<file path="src/rtl/light_phase_monitor_if.sv">
// Light color type shared with the controller, plus the record handshake
// interface carrying {color, duration} records to a consumer.
package light_pkg;
  typedef enum logic [1:0] {RED = 2'd0, GREEN = 2'd1, YELLOW = 2'd2} light_t;
endpackage

interface light_phase_monitor_if #(parameter int DUR_W = 8);
  import light_pkg::*;

  logic             rec_valid;
  logic             rec_ready;
  light_t           rec_color;
  logic [DUR_W-1:0] rec_dur;

  modport master (output rec_valid, rec_color, rec_dur, input rec_ready);
  modport slave  (input rec_valid, rec_color, rec_dur, output rec_ready);
endinterface

</file>
<file path="src/rtl/light_phase_monitor.sv">
// Measures each light phase, checks the RED->GREEN->YELLOW->RED order and
// queues one {color, duration} record per completed phase in a show-ahead FIFO.
module light_phase_monitor
  import light_pkg::*;
#(
  parameter int DUR_W      = 8,
  parameter int FIFO_DEPTH = 4,
  parameter int MAX_DUR    = 200
) (
  input  logic                          clk,
  input  logic                          rst,
  input  light_t                        color,
  light_phase_monitor_if.master         rec,
  output logic [$clog2(FIFO_DEPTH):0]   fifo_level,
  output logic [15:0]                   cycle_count,
  output logic                          seq_err,
  output logic                          timeout,
  output logic                          overflow
);

  localparam int AW = $clog2(FIFO_DEPTH);
  localparam logic [DUR_W-1:0]          DUR_SAT   = '1;
  localparam logic [DUR_W:0]            TIMEOUT_V = (DUR_W+1)'(MAX_DUR);
  localparam logic [$clog2(FIFO_DEPTH):0] FULL_LVL = ($clog2(FIFO_DEPTH)+1)'(FIFO_DEPTH);

  logic             armed;
  light_t           cur;
  logic [DUR_W-1:0] dur;
  logic [DUR_W:0]   dur_inc;

  light_t           mem_color [FIFO_DEPTH];
  logic [DUR_W-1:0] mem_dur   [FIFO_DEPTH];
  logic [AW-1:0]    wr_ptr;
  logic [AW-1:0]    rd_ptr;

  logic color_ok, boundary, legal, full, push, pop;

  always_comb begin
    color_ok = (color == RED) || (color == GREEN) || (color == YELLOW);
    boundary = armed && color_ok && (color != cur);
    legal    = ((cur == RED)    && (color == GREEN))  ||
               ((cur == GREEN)  && (color == YELLOW)) ||
               ((cur == YELLOW) && (color == RED));
    dur_inc  = {1'b0, dur} + 1'b1;
    full     = (fifo_level == FULL_LVL);
    pop      = rec.rec_valid && rec.rec_ready;
    // A full FIFO can still accept a record when the head leaves on the same edge.
    push     = boundary && (!full || pop);
  end

  // Empty FIFO presents a neutral head rather than stale storage.
  assign rec.rec_valid = (fifo_level != '0);
  assign rec.rec_color = rec.rec_valid ? mem_color[rd_ptr] : RED;
  assign rec.rec_dur   = rec.rec_valid ? mem_dur[rd_ptr]   : '0;

  always_ff @(posedge clk) begin
    if (rst) begin
      armed       <= 1'b0;
      cur         <= RED;
      dur         <= '0;
      cycle_count <= '0;
      seq_err     <= 1'b0;
      timeout     <= 1'b0;
      overflow    <= 1'b0;
      wr_ptr      <= '0;
      rd_ptr      <= '0;
      fifo_level  <= '0;
    end else begin
      if (!armed) begin
        cur   <= color;
        dur   <= DUR_W'(1);
        armed <= 1'b1;
      end else if (!color_ok) begin
        seq_err <= 1'b1;
      end else if (color == cur) begin
        if (dur != DUR_SAT) dur <= dur_inc[DUR_W-1:0];
        if (dur_inc == TIMEOUT_V) timeout <= 1'b1;
      end else begin
        if (!legal) seq_err <= 1'b1;
        if ((cur == YELLOW) && (color == RED)) cycle_count <= cycle_count + 16'd1;
        cur <= color;
        dur <= DUR_W'(1);
      end

      if (push) wr_ptr <= wr_ptr + 1'b1;
      if (pop)  rd_ptr <= rd_ptr + 1'b1;
      if (push && !pop)      fifo_level <= fifo_level + 1'b1;
      else if (pop && !push) fifo_level <= fifo_level - 1'b1;
      if (boundary && full && !pop) overflow <= 1'b1;
    end
  end

  always_ff @(posedge clk) begin
    if (push) begin
      mem_color[wr_ptr] <= cur;
      mem_dur[wr_ptr]   <= dur;
    end
  end

endmodule
</file>
<file path="src/flat_wrapper.sv">
// flat-port wrapper written by rule: the top's interface ports become plain ports
module light_phase_monitor_flat import light_pkg::*;
#(
  parameter int DUR_W      = 8,
  parameter int FIFO_DEPTH = 4,
  parameter int MAX_DUR    = 200
)
  (clk, rst, color, fifo_level, cycle_count, seq_err, timeout, overflow, rec_rec_valid, rec_rec_color, rec_rec_dur, rec_rec_ready);
  light_phase_monitor_if #(.DUR_W(DUR_W)) rec_i ();
  input  logic clk;
  input  logic rst;
  input  light_t color;
  output logic [$clog2(FIFO_DEPTH):0] fifo_level;
  output logic [15:0] cycle_count;
  output logic seq_err;
  output logic timeout;
  output logic overflow;
  output wire logic [$bits(rec_i.rec_valid)-1:0] rec_rec_valid;
  output wire logic [$bits(rec_i.rec_color)-1:0] rec_rec_color;
  output wire logic [$bits(rec_i.rec_dur)-1:0] rec_rec_dur;
  input wire logic [$bits(rec_i.rec_ready)-1:0] rec_rec_ready;
  assign rec_rec_valid = rec_i.rec_valid;
  assign rec_rec_color = rec_i.rec_color;
  assign rec_rec_dur = rec_i.rec_dur;
  assign rec_i.rec_ready = rec_rec_ready;
  light_phase_monitor #(.DUR_W(DUR_W), .FIFO_DEPTH(FIFO_DEPTH), .MAX_DUR(MAX_DUR)) u_core (.clk(clk), .rst(rst), .color(color), .rec(rec_i), .fifo_level(fifo_level), .cycle_count(cycle_count), .seq_err(seq_err), .timeout(timeout), .overflow(overflow));
endmodule
</file>
<file path="config.mk">
export PLATFORM = sky130hd
export DESIGN_NAME = light_phase_monitor_flat
export DESIGN_NICKNAME = d
export VERILOG_FILES = /design/src/rtl/light_phase_monitor_if.sv /design/src/rtl/light_phase_monitor.sv /design/src/flat_wrapper.sv
export SDC_FILE = /design/constraint.sdc
export NUM_CORES = 1
export LEC_CHECK = 0
export ABC_AREA = 1
export BUFFER_PORTS_ARGS = -buffer_cell sky130_fd_sc_hd__buf_2
export CORE_MARGIN = 2
export CORE_UTILIZATION = 40
export DETAILED_ROUTE_END_ITERATION = 7
export PLACE_DENSITY = 0.56
export SLEW_MARGIN = 15
export SYNTH_ARGS = -nofsm -noshare
export SYNTH_HDL_FRONTEND = slang
export SYNTH_SLANG_ARGS = --single-unit
</file>
<file path="constraint.sdc">
create_clock -name clk -period 4.8 [get_ports clk]
set_clock_uncertainty 0.1 [all_clocks]
set_input_delay 0.48 -clock clk [delete_from_list [all_inputs] [get_ports clk]]
set_output_delay 0.48 -clock clk [all_outputs]
set_load 0.02 [all_outputs]
</file>
==> impl_metrics.csv <==
group,metric,value,unit
critical_path,worst_path_largest_cell_delay,0.75,ns
synthesis,dominant_combinational_cell_family_by_area_after_synthesis,"simple AND/OR/NAND/NOR gates",
synthesis,synth.area.top_cells,"edfxtp_1, dfxtp_1, nor2_1",
synthesis,adder_and_majority_gate_portion_of_the_synthesized_area,3.239,%
clocking,clk_latency,0.35,ns
synthesis,yosys.cell_count.top_type,"nor2_1",
critical_path,critPathBufInv,3,
placement,numPortBuffers,37,
global_routing,number_of_antenna_violations_at_the_first_check_in_global_routing,0,
clocking,clock_tree.htree_level_count,3,
sta,rsz0062_at_grt,"false",
routing,detailedRoute.firstIterationViolations,121,
sta,transition_time_of_the_tightest_slew_check_pin,1.036,ns
power_and_ir_drop,seqPwrFrac,46.8,%
synthesis,nets_in_the_synthesized_netlist,443,
min_path,min_path_type,"reg -> reg",
sta,final_critical_path_setup_slack,1.881,ns
critical_path,origin_of_the_critical_flop_to_flop_path,"u_core.fifo_level[0]",
sta,max_freq,342.6,MHz
critical_path,slowest_stage,"nor3_2",
sta,post-route-min-period,2.919,ns
placement,place_hpwl,5380,um
sta,setup_tns,0,ns
global_routing,maximum_number_of_pins_on_one_net_before_global_route_repair,22,
die,area_of_the_placeable_core,9109,um2
die,die_h,100.3,um
routing,route.detailed.wl_per_inst,13.24,um
power_and_ir_drop,power-per-cell-area,416.2,nW/um2
clocking,resize_count_post_cts,0,
sta,finalSetupViolations,0,
job,cap_violations,0,
critical_path,r2r_slack,1.88,ns
critical_path,worstSetupEndpointType,"flip-flop",
global_routing,overflow,0,
critical_path,critical_path_class,"reg -> reg",
synthesis,fraction_of_the_mapped_netlist_area_in_compound_gates,11.94,%
cells_and_area,final_core_utilization,45.63,%
synthesis,synth.area.mux_share,0,%
synthesis,synth_top_area_cell,"edfxtp_1",
placement,gp_congestion,0.8068,
die,area_of_the_die,10060,um2
synthesis,synth_edf_count,40,
critical_path,critical_path.cell_chain,"nor3_2 -> nor2_1 -> inv_2 -> nand2_1 -> nand2_4 -> clkinv_4 -> ha_1 -> inv_1 -> fa_1 -> o21ai_0 -> nor2_1",
synthesis,yosys_warning_total,0,
placement,detailedPlace.worstSlack,1.856,ns
cells_and_area,final_layout_size_suffix_gt1_share,16.99,%
synthesis,synthArstFlopShare,0,%
die,floorplan.io_pins,38,
sta,slew_headroom,30.70,%
critical_path,path_max_fanout,12,
global_routing,grt_use_total,16.70,%
synthesis,ys_dominant_reg_cell,"edfxtp_1",
sta,slew_violations,0,
synthesis,netlist.area_leader.share,32.39,%
power_and_ir_drop,total_switching_power,638.8,uW
critical_path,start_kind,"flip-flop",
synthesis,mappedNetlistArea,3709,um2
clocking,cts_tree,"built",
critical_path,r2r_cells,11,
critical_path,setup.worst_path.end,"u_core.fifo_level[1]",
clocking,cts.clk_slew.worst_paths,0.09,ns
cells_and_area,synthToLayoutAreaGrowth,12.08,%
routing,postRouteWirelength,7706,um
routing,vias_per_cell,4.890,
critical_path,critPathRequiredTime,4.95,ns
power_and_ir_drop,ir_worst_vdd,0.1488,mV
power_and_ir_drop,power_report.internal_total,1091,uW
cells_and_area,final_cells,582,
power_and_ir_drop,cellLeakagePower,0.001608,uW
synthesis,synthSimpleGateAreaFrac,23.35,%
clocking,cts_buffer_depth,2,
die,floorplan.initialDensity,40.71,%
power_and_ir_drop,switching_part_of_the_total,36.92,%
min_path,timing.hold.worst.start,"u_core.overflow",
cells_and_area,nNetsFinal,480,
power_and_ir_drop,share_clk_of_total_power,26.4,%
outcome,run_status,"finished, final reports clean",
routing,detailroute.via_count,2846,
sta,hold_viol,0,
clocking,holdBufCountCts,0,
power_and_ir_drop,part_of_the_power_in_combinational_logic,26.8,%
critical_path,rr_endpoint,"u_core.fifo_level[1]",
cells_and_area,final_area,4156,um2
routing,drcViolationCount,0,
global_routing,first_global_vias,2726,
synthesis,synth_seq_cells,79,
clocking,cts_num_sinks,79,
synthesis,yosys.area_share.xor_xnor,1.889,%
cells_and_area,multi_input_area,1499,um2
cells_and_area,diodes,0,
synthesis,syn_area_per_cell,8.645,um2
critical_path,cp_common_cell,"nor2_1",
synthesis,synth-seq-area-share,53.44,%
clocking,cts_buffers,9,
sta,period_share,60.81,%
cells_and_area,seqCellArea,1982,um2
critical_path,cp.arrival,3.07,ns
cells_and_area,num-fill-cells,913,
routing,drt-pass1-iter-count,4,
critical_path,critPathLaunch,"u_core.fifo_level[0]",
critical_path,crit_family,"simple AND/OR/NAND/NOR gates",
routing,final_antenna_net_count,0,
critical_path,crit_cells,11,
clocking,cts_root_buffer,"clkbuf_8",
placement,total_cell_area_at_the_placement_stage,3975,um2
synthesis,synth.cells.most_frequent,"nor2_1, nand2_1, a21oi_1, edfxtp_1, dfxtp_1",
die,floorplan.rows,35,
synthesis,yosysUniqueCellTypes,35,
placement,place_inst,566,
clocking,post_cts.repair.setup_buffers,0,
die,dieWidth,100.3,um
global_routing,wire_length_of_the_first_global_routing_pass,13010,um
synthesis,synthCells,429,
per-stage QoR:
stage	hold WS (ns)	total power [uW]
after floorplan	0.3362	1146
after global placement	0.3340	1285
after detailed placement	0.3422	1297
after CTS	0.3341	1754
after global routing	0.3528	1841
final	0.3535	1730
power by group through the flow:
| stage | Clock, uW | Combinational [uW] | Sequential (uW) |
|---|---|---|---|
| 2_1_floorplan | 0 | 329 | 817 |
| 3_3_place_gp | 0 | 459 | 826 |
| 3_5_place_dp | 0 | 469 | 828 |
| 4_1_cts | 470 | 472 | 812 |
| 5_1_grt | 499 | 521 | 821 |
| 6_report | 457 | 463 | 810 |
worst min-delay path by stage:
stage,end,cells after the start
2_1_floorplan,flip-flop,2
3_3_place_gp,u_core.overflow,2
3_5_place_dp,u_core.overflow,2
4_1_cts,u_core.cur[1],3
5_1_grt,u_core.cur[1],3
6_report,u_core.overflow,2
worst min-delay path: cells and delay by family (launching register included):
kind | cells | cell delay (ns)
buffers and inverters | 1 | 0.04
AO/OA/AOI/OAI | 1 | 0.05
flip-flops | 1 | 0.32
sequential cells by signal (all words and copies together), names as in the netlist, named ones only:
register and count:
u_core.mem_color 8, u_core.seq_err 1, u_core.dur 8, u_core.mem_dur 32
u_core.wr_ptr 2, u_core.timeout 1, u_core.rd_ptr 2, u_core.fifo_level 3
u_core.cycle_count 16, u_core.armed 1, u_core.cur 2, u_core.overflow 1
layout make-up:
| cell class | count | share of cell area, % |
|---|---|---|
| repair buffers | 37 | 4.455 |
| flip-flops and latches | 79 | 47.68 |
| well taps | 111 | 3.341 |
| clock buffers | 9 | 2.980 |
| inverters | 44 | 4.094 |
| multi-input cells | 295 | 36.06 |
| clock inverters | 7 | 1.385 |
logic make-up (layout without fill, tap and decap cells):
| logic type | Yosys count | in the layout |
|---|---|---|
| buffers and inverters | 55 | 97 |
| AOI/OAI and AO/OA | 86 | 86 |
| adders and majority gates | 9 | 9 |
| xor gates and xnor gates | 8 | 8 |
| and+or+nand+nor | 192 | 192 |
| DFF | 79 | 79 |
placed cells by master, fill, tap and decap left out, types with 7 or more instances in the layout:
master / netlist / final
o21ai_0: 37 / 37
nand3_1: 14 / 14
ha_1: 8 / 8
nand2_1: 71 / 71
edfxtp_1: 40 / 40
inv_1: 36 / 36
dfxtp_1: 39 / 39
clkbuf_8: 0 / 9
buf_2: 1 / 37
a21oi_1: 43 / 43
nand2_2: 7 / 7
nor2_1: 77 / 77
xnor2_1: 7 / 7
layer usage:
layer  up-vias  global-route usage [%]  part of all wire (%)
met5         -                       0                     0
met4         0                   5.269                   1.4
met3         8                   4.735                   3.9
met2        49                   27.26                    47
met1      1303                   21.51                    48
li1       1486                       -                     -
Note: power is estimated with default switching activity, not from simulation.
